--- config.mk ---
export PLATFORM = sky130hd
export DESIGN_NAME = regfile_seq
export DESIGN_NICKNAME = d
export VERILOG_FILES = /design/src/rtl/regfile_seq_pkg.sv /design/src/rtl/regfile_seq_alu.sv /design/src/rtl/regfile_seq.sv
export SDC_FILE = /design/constraint.sdc
export NUM_CORES = 1
export LEC_CHECK = 0
export CAP_MARGIN = 5
export CORE_MARGIN = 5
export CORE_UTILIZATION = 53
export CTS_CLUSTER_SIZE = 25
export DETAILED_ROUTE_END_ITERATION = 12
export PLACE_DENSITY = 0.81
export SYNTH_ARGS = -nofsm -noshare
export SYNTH_HDL_FRONTEND = slang
export SYNTH_SLANG_ARGS = --single-unit
--- constraint.sdc ---
create_clock -name clk -period 3.7 [get_ports clk]
set_input_delay 0.555 -clock clk [delete_from_list [all_inputs] [get_ports clk]]
set_output_delay 0.555 -clock clk [all_outputs]
set_load 0.03 [all_outputs]
--- src/rtl/regfile_seq_pkg.sv ---
// Shared types and constants for the register-file instruction sequencer.
package regfile_seq_pkg;

    localparam int DATA_W_DEF = 16;
    localparam int ADDR_W_DEF = 3;

    // Instruction word layout: [15:13] op, [12:10] dst, [9:7] srcA, [6:4] srcB
    localparam int OP_MSB   = 15;
    localparam int OP_LSB   = 13;
    localparam int DST_MSB  = 12;
    localparam int DST_LSB  = 10;
    localparam int SRCA_MSB = 9;
    localparam int SRCA_LSB = 7;
    localparam int SRCB_MSB = 6;
    localparam int SRCB_LSB = 4;

    typedef enum logic [2:0] {
        OP_NOP = 3'd0,
        OP_LDI = 3'd1,
        OP_ADD = 3'd2,
        OP_SUB = 3'd3,
        OP_AND = 3'd4,
        OP_OR  = 3'd5,
        OP_XOR = 3'd6,
        OP_MOV = 3'd7
    } opcode_e;

    typedef enum logic [2:0] {
        ST_IDLE  = 3'd0,
        ST_READ  = 3'd1,
        ST_EXEC  = 3'd2,
        ST_WRITE = 3'd3,
        ST_DONE  = 3'd4
    } state_e;

endpackage

--- src/rtl/regfile_seq_alu.sv ---
// Combinational ALU for the sequencer; results are registered by the caller.
module regfile_seq_alu
    import regfile_seq_pkg::*;
#(
    parameter int DATA_W = DATA_W_DEF
) (
    input  opcode_e           i_op,
    input  logic [DATA_W-1:0] i_a,
    input  logic [DATA_W-1:0] i_b,
    input  logic [DATA_W-1:0] i_imm,
    output logic [DATA_W-1:0] o_result,
    output logic              o_carry,
    output logic              o_zero
);

    logic [DATA_W:0] w_sum;
    logic [DATA_W:0] w_diff;

    // One extra bit catches the carry; for A + ~B + 1 the top bit is the
    // "no borrow" flag, so borrow is its inverse.
    assign w_sum  = {1'b0, i_a} + {1'b0, i_b};
    assign w_diff = {1'b0, i_a} + {1'b0, ~i_b} + {{DATA_W{1'b0}}, 1'b1};

    // Select result and carry by opcode; NOP yields a zero result
    always_comb begin
        o_result = '0;
        o_carry  = 1'b0;
        case (i_op)
            OP_LDI: o_result = i_imm;
            OP_ADD: begin
                o_result = w_sum[DATA_W-1:0];
                o_carry  = w_sum[DATA_W];
            end
            OP_SUB: begin
                o_result = w_diff[DATA_W-1:0];
                o_carry  = ~w_diff[DATA_W];
            end
            OP_AND: o_result = i_a & i_b;
            OP_OR:  o_result = i_a | i_b;
            OP_XOR: o_result = i_a ^ i_b;
            OP_MOV: o_result = i_a;
            default: begin
                o_result = '0;
                o_carry  = 1'b0;
            end
        endcase
    end

    assign o_zero = (o_result == '0);

endmodule

--- src/rtl/regfile_seq.sv ---
// Five-state instruction sequencer driving the register-file read and write
// ports: accept, read operands, execute, write back, present result.
module regfile_seq
    import regfile_seq_pkg::*;
#(
    parameter int DATA_W = DATA_W_DEF,
    parameter int ADDR_W = ADDR_W_DEF
) (
    input  logic              clk,
    input  logic              reset,
    input  logic              in_valid,
    output logic              in_ready,
    input  logic [15:0]       in_instr,
    input  logic [DATA_W-1:0] in_imm,
    output logic              write,
    output logic [ADDR_W-1:0] wrAddr,
    output logic [DATA_W-1:0] wrData,
    output logic [ADDR_W-1:0] rdAddrA,
    input  logic [DATA_W-1:0] rdDataA,
    output logic [ADDR_W-1:0] rdAddrB,
    input  logic [DATA_W-1:0] rdDataB,
    output logic              out_valid,
    input  logic              out_ready,
    output logic [DATA_W-1:0] out_data,
    output logic              out_carry,
    output logic              out_zero
);

    state_e            r_state;
    state_e            w_next;
    opcode_e           r_op;
    logic [ADDR_W-1:0] r_dst;
    logic [DATA_W-1:0] r_imm;
    logic [DATA_W-1:0] r_a;
    logic [DATA_W-1:0] r_b;
    logic [DATA_W-1:0] r_result;
    logic              r_carry;
    logic              r_zero;
    logic              r_write;
    logic [ADDR_W-1:0] r_wrAddr;
    logic [DATA_W-1:0] r_wrData;
    logic [ADDR_W-1:0] r_rdAddrA;
    logic [ADDR_W-1:0] r_rdAddrB;
    logic [DATA_W-1:0] w_result;
    logic              w_carry;
    logic              w_zero;
    logic              w_accept;
    logic              w_unused;

    // Low instruction bits carry no meaning
    assign w_unused = ^in_instr[3:0];
    assign w_accept = (r_state == ST_IDLE) && in_valid;

    regfile_seq_alu #(.DATA_W(DATA_W)) u_alu (
        .i_op     (r_op),
        .i_a      (r_a),
        .i_b      (r_b),
        .i_imm    (r_imm),
        .o_result (w_result),
        .o_carry  (w_carry),
        .o_zero   (w_zero)
    );

    // State register
    always_ff @(posedge clk) begin
        if (reset) r_state <= ST_IDLE;
        else       r_state <= w_next;
    end

    // Next-state: fixed walk through the pipeline, stall only in DONE
    always_comb begin
        w_next = r_state;
        case (r_state)
            ST_IDLE:  if (in_valid) w_next = ST_READ;
            ST_READ:  w_next = ST_EXEC;
            ST_EXEC:  w_next = ST_WRITE;
            ST_WRITE: w_next = ST_DONE;
            ST_DONE:  if (out_ready) w_next = ST_IDLE;
            default:  w_next = ST_IDLE;
        endcase
    end

    // Handshake outputs are pure state decodes
    always_comb begin
        in_ready  = (r_state == ST_IDLE);
        out_valid = (r_state == ST_DONE);
    end

    // Datapath: latch instruction at accept, operands in READ, results in
    // EXEC; the write strobe is armed in EXEC so it is high exactly in WRITE
    always_ff @(posedge clk) begin
        if (reset) begin
            r_op      <= OP_NOP;
            r_dst     <= '0;
            r_imm     <= '0;
            r_a       <= '0;
            r_b       <= '0;
            r_result  <= '0;
            r_carry   <= 1'b0;
            r_zero    <= 1'b0;
            r_write   <= 1'b0;
            r_wrAddr  <= '0;
            r_wrData  <= '0;
            r_rdAddrA <= '0;
            r_rdAddrB <= '0;
        end else begin
            r_write <= 1'b0;
            if (w_accept) begin
                r_op      <= opcode_e'(in_instr[OP_MSB:OP_LSB]);
                r_dst     <= ADDR_W'(in_instr[DST_MSB:DST_LSB]);
                r_imm     <= in_imm;
                r_rdAddrA <= ADDR_W'(in_instr[SRCA_MSB:SRCA_LSB]);
                r_rdAddrB <= ADDR_W'(in_instr[SRCB_MSB:SRCB_LSB]);
            end
            if (r_state == ST_READ) begin
                r_a <= rdDataA;
                r_b <= rdDataB;
            end
            if (r_state == ST_EXEC) begin
                r_result <= w_result;
                r_carry  <= w_carry;
                r_zero   <= w_zero;
                r_write  <= (r_op != OP_NOP);
                r_wrAddr <= r_dst;
                r_wrData <= w_result;
            end
        end
    end

    assign write     = r_write;
    assign wrAddr    = r_wrAddr;
    assign wrData    = r_wrData;
    assign rdAddrA   = r_rdAddrA;
    assign rdAddrB   = r_rdAddrB;
    assign out_data  = r_result;
    assign out_carry = r_carry;
    assign out_zero  = r_zero;

endmodule

After elaboration in Yosys (flattened, before gate mapping)
Index checks and enable logic that the tools add are counted.
Operators by class
  add/sub/neg operators: 3
  multiply operators: 0
  div/mod/pow operators: 0
  order comparisons: 0
  equal/unequal tests: 13
  shift-type cells: 0
  multiplexer cells: 5
  bitwise operators: 6
  reduce and logical (&&, ||, !) cells: 6
Operators by type and width (count)
  case mux 16 bit (7 select lines): 1
  adder 16 x 16 -> 17 bit: 2
  adder 17 x 1 -> 17 bit, second input constant: 1
  bitwise AND 16 bit: 1
  zero test 16 bit: 1
  inverter 16 bit: 1
  OR 16 bit: 1
  bitwise XOR 16 bit: 1
  equality test 3 bit, second input constant: 5
  case mux 3 bit (5 select lines): 1
  equality test 3 x 2 -> 1 bit, second input constant: 4
  equality test 3 x 1 -> 1 bit, second input constant: 2
  2-to-1 mux 3 bit: 2
  zero test 3 bit: 1
  nonzero test 3 bit: 1
  inequality test 2 x 1 -> 1 bit, second input constant: 1
  inequality test 2 bit, second input constant: 1
  inverter 1 bit: 2
  case mux 1 bit (2 select lines): 1
  AND reduction 2 bit: 1
  OR reduction 2 bit: 1
  logical AND 1 bit: 1
Word-level totals
  register bits after elaboration: 85
  bits in latches: 0
  RAM bits: 0
  ROM bits: 0
  logic and storage cells: 46
  memories: 0

Longest topological paths before layout
Gate-level depths: netlist (run 1).
  word-level depth: 5
  depth in mapped cells: 13

Modules after synthesis
Synthesis (run 1) repeated with hierarchy kept, for this count alone.
Second synthesis, totals
  cells, all modules: 828
  area, all modules: 6976.7 µm²
By module, submodules not included
  regfile_seq: instances 1, cells an instance 385, area each 3952.5 µm², seq. area each 1701.6 µm²
  regfile_seq_alu: instances 1, cells an instance 443, area each 3024.2 µm², seq. area each 0.0 µm²

Worst setup path after synthesis (run 1)
OpenSTA, ideal clock, no wires.
  path type: flip-flop to flip-flop
  from: register r_a[1]
  to: register r_zero, in the netlist out_zero
  library setup time: 0.116 ns
  arrival: 2.555 ns
  path slack: 1.028 ns
  stages on the path, launching flop included: 12
  clock period less this slack: 2.672 ns
  cells stage by stage: dfxtp_1 > inv_1 > ha_1 > nor2_1 > o311ai_4 > a21oi_2 > a311o_1 > a21oi_2 > mux2_1 > o22ai_1 > nor4_1 > a41o_1
Between the ends
  cells in the longest elaborated chain, start to end: 4
  elaborated cells between the ends (all ways): 8
Ends and longest elaborated chain
  start, declared: RTL line regfile_seq.sv:34  | logic [DATA_W-1:0] r_a;
  start signal, assigned: RTL line regfile_seq.sv:116  | r_a <= rdDataA;
  adder 16 x 16 -> 17 bit: RTL line regfile_seq_alu.sv:22  | assign w_diff = {1'b0, i_a} + {1'b0, ~i_b} + {{DATA_W{1'b0}}, 1'b1};
  adder 17 x 1 -> 17 bit: RTL line regfile_seq_alu.sv:22
  case mux 16 bit (7 select lines) (*): RTL line regfile_seq_alu.sv:28  | case (i_op)
  zero test 16 bit (*): RTL line regfile_seq_alu.sv:49  | assign o_zero = (o_result == '0);
  end signal, assigned: RTL line regfile_seq.sv:122  | r_zero <= w_zero;
  end, declared: RTL line regfile_seq.sv:38  | logic r_zero;
Mark *: on every way between the ends. The rest lies on a longest branch, timed or not.
A chain may end at the register's enable or synchronous reset.

Final worst setup path (run 1)
  from: register r_a[0]
  to: register r_zero, in the netlist out_zero
Same word-level chain as after synthesis.

==> results of run 1 <==
==> power by group through the flow <==
stage               logic, mW  clock network (mW)  registers (mW)
detailed placement      0.964                   0            1.08
floorplan               0.651                   0            1.10
global route             1.07                1.09            1.07
global placement        0.946                   0            1.07
finish                  0.978                1.04            1.06
CTS                     0.972                1.05            1.06
==> worst min-delay path: cells and delay by family, from the launching register on <==
kind | cells | cell delay (ns)
simple gates | 1 | 0.05
compound gates | 1 | 0.05
flops | 1 | 0.31
==> sequential cells by signal, summed over array words and instances (netlist names) <==
name / count
r_a: 16
r_b: 16
r_imm: 16
wrData: 16
r_dst: 3
r_op: 3
r_state: 3
rdAddrA: 3
rdAddrB: 3
wrAddr: 3
out_carry: 1
out_zero: 1
write: 1
==> layer usage <==
layer	track usage (%)	part of all wire [%]
met3	4.33	5.1
met5	0	0
met1	32.6	42
met2	44.9	50
met4	9.67	2.9
==> worst paths after layout <==
kind / slack [ns] / endpoint / depth (start not counted) / from
setup / recovery: 0.39 / out_zero / 13 / r_a[0]
hold / removal: 0.46 / rdAddrB[1] / 2 / rdAddrB[1]
setup reg to reg: 0.39 / out_zero / 13 / r_a[0]
hold reg to reg: 0.46 / rdAddrB[1] / 2 / rdAddrB[1]
==> layout make-up <==
| cell class | instances | area [sq um] |
|---|---|---|
| Inverter | 56 | 210 |
| Tap cell | 140 | 175 |
| Sequential cell | 85 | 1700 |
| Clock buffer | 10 | 229 |
| Multi-Input combinational cell | 570 | 3700 |
| Timing Repair Buffer | 119 | 1160 |
| Clock inverter | 5 | 108 |
| Fill cell | 956 | 3650 |
==> logic make-up after synthesis <==
kind of cell / after synthesis / share of synthesized area, %
adder cells (fa/ha/maj): 51 / 11.0
multiplexers: 23 / 6.08
buffers and inverters: 124 / 9.36
AO/OA/AOI/OAI: 211 / 23.2
flip-flops: 85 / 28.6
XOR/XNOR: 6 / 0.883
AND/OR/NAND/NOR: 279 / 20.9
==> synth_stat cells, types with 6 or more instances <==
master    count
nor2_1       54
a31oi_1       8
nor2b_1      10
clkbuf_1     32
buf_2        13
inv_1        54
a22o_1        6
nor3_1       19
mux4_2       10
buf_4        18
o21ai_0      21
nor3b_1       6
ha_1         49
nand3_1       6
a211oi_1     10
a21oi_1      95
a21o_1        6
nand2b_1      7
nand2_1     147
a22oi_1      10
mux2i_1       8
dfxtp_1      85
==> per-stage QoR <==
stage / std cells / utilization [%]
after floorplan: 779 / -
after detailed placement: 970 / 63.5
after CTS: 985 / 66.6
after global routing: 985 / 66.6
final: 985 / 66.6
after global placement: 970 / 63.5
==> flow_summary.ini, run 1 <==
[clock_network]
numCtsBuffers = 9
ctsHoldBuffers = 0
insertion_delay_ns = 0.34
clock-sinks = 85
cts_resized = 0
post-cts-setup-buffers = 0
path_clk_slew_ns = 0.06
cts_tree = done
clockBufferDepth = 2
root_buffer = clkbuf_16
htreeDepth = 3

[power]
pwr-share-clk_pct = 33.8
power_leakage_nw = 2.77
p_total_mw = 3.07
pwr_density_cell_mw_per_mm2 = 422
switchingPower_mw = 1.03
ir_drop_uv = 400
p_int_mw = 2.05
sw_frac_of_total_pct = 33.4
p_comb_share_pct = 31.8
pwr-share-seq_pct = 34.4

[global_routing]
antenna_found_initial = 0
grt_max_degree = 64
grt_pass1_vias = 5533
grt_pass1_wl_um = 27600
grt.total_usage_pct = 26.0
grt-ovfl-total = 0

[timing]
period_share_pct = 89.4
drv_slew = 0
setup_slack_ns = 0.393
worst_pin_slew_ns = 1.02
holdWs_ns = 0.457
skew_ns = 0.00572
setup_viol = 0
relSlewSlack_pct = 31.6
tns_ns = 0
fmax_ghz = 0.302
grt_setup_unrepaired = no
hold_violations = 0
period_needed_ns = 3.31

[worst_setup_path]
max_stage_delay_ns = 0.42
path_max_fanout = 3
crit_buf_inv = 2
cp.arrival_ns = 3.59
crit_chain = inv_1 > ha_1 > inv_1 > fa_1 > nor2b_1 > o21ai_1 > a21oi_1 > o21bai_1 > mux2_1 > a211oi_2 > nand4_1 > nor4_1 > a41o_1
critPathLaunchType = flip-flop
slowest_stage = fa_1
path_delay_family = compound AO/OA/AOI/OAI gates
critPathCaptureType = flip-flop
required_ns = 3.99
critPathKind = reg2reg
crit_path_frequent_cell = inv_1

[routing]
drtIter0Drc = 394
drcViolationCount = 0
drtAntennaViolNets = 0
via_count = 5786
drtPass1Iterations = 5
wirelength_um = 17300
detail_route.wl_per_cell_um = 17.6
vias_per_cell = 5.87

[status]
status = completed

[synthesis]
syn_avg_cell_area_sq_um = 7.64
synthArstFlopShare_pct = 0
synthCells = 779
yosysUniqueCellTypes = 73
ys_seq_area_share_pct = 28.6
yosys_warnings = 0
synth_flop_cell = dfxtp_1
synth_edf_count = 0
synth-seq-cells = 85
yosys-top-cells-area = dfxtp_1 (29%), ha_1 (10%), nand2_1 (9.3%), a21oi_1 (8.0%), mux4_2 (3.8%)
synth_top_area_cell = dfxtp_1
syn_nets = 898
netlist_area_sq_mm = 0.00595
synth_top_area_share_pct = 28.6

[final_layout]
nets = 960
n_antenna_cell = 0
layout_commonest_cell = nand2_1
area_growth_pct = 22.4
finalInstanceArea_sq_mm = 0.00728
drive_above_1_share_pct = 6.39
layout_common_cells = nand2_1 (147), clkdlybuf4s50_1 (108), a21oi_1 (95)

[floorplanning]
start_util_pct = 54.4
dieArea_sq_mm = 0.0134
std_cell_rows = 38
io_pins = 114
core_area_sq_mm = 0.0109
die_h_um = 116
fp.dieW_um = 116

[placement]
io_buffers = 109
dp_hpwl_um = 12700
gp_congestion = 0.914
placed_area_sq_mm = 0.00695
pre_cts_slack_ns = 0.519

[job]
drv_cap = 0

[worst_hold_path]
hold_class = reg2reg
Note: power is estimated with default switching activity, not from simulation.
==> run 2: changes to the inputs <==
- CELL_PAD_IN_SITES_DETAIL_PLACEMENT: unset -> 1
- CELL_PAD_IN_SITES_GLOBAL_PLACEMENT: unset -> 2
- CORE_UTILIZATION: 53 -> 30
- PLACE_DENSITY: 0.81 -> unset
- PLACE_DENSITY_LB_ADDON: unset -> 0.1
- TNS_END_PERCENT: unset -> 5
==> flow_summary.ini, run 2 (synthesis gave the netlist of run 1 again) <==
[status]
status = completed

[job]
drv_cap = 0

[worst_hold_path]
min_from = r_imm[15]
holdPathStages = 2
hold_class = reg2reg
min_to = r_imm[15]

[final_layout]
n_antenna_cell = 0
nets = 965
stdcell_count = 1116
layout_commonest_cell = nand2_1
drive_above_1_share_pct = 7.17
layout_common_cells = nand2_1 (147), clkdlybuf4s50_1 (108), a21oi_1 (95)
regArea_sq_mm = 0.00170
multi_input_area_sq_mm = 0.00370
area_growth_pct = 25.1
finalInstanceArea_sq_mm = 0.00744
fillers = 2389

[worst_setup_path]
required_ns = 4.01
cp.arrival_ns = 3.55
crit_path_frequent_cell = inv_1
slowest_stage = fa_1
path_max_fanout = 3
critPathKind = reg2reg
crit_start = r_a[0]
critPathCaptureType = flip-flop
r2r_setup_slack_ns = 0.46
crit_chain = inv_1 > ha_1 > inv_1 > fa_1 > nor2b_1 > o21ai_1 > a21oi_1 > o21bai_1 > mux2_1 > a211oi_2 > nand4_1 > nor4_1 > a41o_1
critPathLaunchType = flip-flop
r2r_start = r_a[0]
rr_worst_depth = 13
max_stage_delay_ns = 0.40
r2r_end = out_zero

[placement]
placed_area_sq_mm = 0.00714
dp_hpwl_um = 15300
gp_congestion = 0.808
pre_cts_slack_ns = 0.490
placed_cells = 1100
io_buffers = 109

[global_routing]
grt_pass1_vias = 5711
antenna_found_initial = 0
grt_max_degree = 39
grt_pass1_wl_um = 30800
grt-ovfl-total = 0
grt.total_usage_pct = 17.2

[power]
ir_drop_uv = 241
power_leakage_nw = 2.78
pwr_density_cell_mw_per_mm2 = 404

[timing]
setup_slack_ns = 0.460
hold_violations = 0
skew_ns = 0.00944
worst_pin_slew_ns = 1.02
period_needed_ns = 3.24
setup_viol = 0
period_share_pct = 87.6
grt_setup_unrepaired = no
tns_ns = 0
relSlewSlack_pct = 31.6
drv_slew = 0
fmax_ghz = 0.309

[clock_network]
path_clk_slew_ns = 0.07
post-cts-setup-buffers = 0
insertion_delay_ns = 0.36
cts_tree = done
clock-sinks = 85
htreeDepth = 3
numCtsBuffers = 9
root_buffer = clkbuf_16
cts_resized = 0
clockBufferDepth = 2
ctsHoldBuffers = 0

[routing]
drcViolationCount = 0
wirelength_um = 19600
detail_route.wl_per_cell_um = 17.6
drtAntennaViolNets = 0
vias_per_cell = 5.06
drtIter0Drc = 231
drtPass1Iterations = 4
via_count = 5645

[floorplanning]
std_cell_rows = 51
die_h_um = 151
io_pins = 114
core_area_sq_mm = 0.0195
dieArea_sq_mm = 0.0228
fp.dieW_um = 151
start_util_pct = 30.5
-- run 2: area by class of cell --
cell class | count | area share, %
tap | 265 | 4.45
clock buffer | 9 | 3.03
clock inverter | 7 | 1.06
timing repair buffer | 124 | 16.1
multi-input combinational | 570 | 49.7
inverter | 56 | 2.82
sequential | 85 | 22.9
-- run 2: worst max-delay path by stage --
stage | to
after global routing | out_zero
after detailed placement | out_zero
after global placement | out_zero
after floorplan | out_zero
final | out_zero
after CTS | out_zero
-- run 2: power by group --
group | leakage (nW) | total (mW) | switching [mW] | internal, mW
combinational | 1.94 | 0.999 | 0.592 | 0.407
sequential | 0.694 | 1.05 | 0.0656 | 0.987
clock | 0.150 | 0.953 | 0.470 | 0.483
total | 2.78 | 3.00 | 1.13 | 1.88
-- run 2: critical path: cells and delay by family (launching register included) --
kind	cells	cell delay (ns)
AO/OA/AOI/OAI	5	1.12
buffers and inverters	2	0.16
flip-flops	1	0.33
adder cells (fa/ha/maj)	2	0.58
AND/OR/NAND/NOR	3	0.61
multiplexers	1	0.38
-- run 2: stage by stage --
| stage | hold slack (ns) | power, mW | utilization [%] |
|---|---|---|---|
| 6_report | 0.460 | 3.00 | 38.1 |
| 3_5_place_dp | 0.452 | 2.08 | 36.6 |
| 3_3_place_gp | 0.442 | 2.06 | 36.6 |
| 5_1_grt | 0.473 | 3.18 | 38.1 |
| 2_1_floorplan | 0.432 | 1.75 | - |
| 4_1_cts | 0.463 | 3.05 | 38.1 |
-- run 2: layer usage --
metal / share of wire (%) / GRT usage (%)
met4: 1.4 / 5.30
met3: 3.7 / 2.45
met2: 46 / 28.5
met1: 48 / 23.1
met5: 0 / 0
==> run 3: changes to the inputs <==
- CTS_CLUSTER_SIZE: 25 -> 20
==> results of run 3 <==
Same layout as run 2: the final DEF is identical, and so are final timing and power.
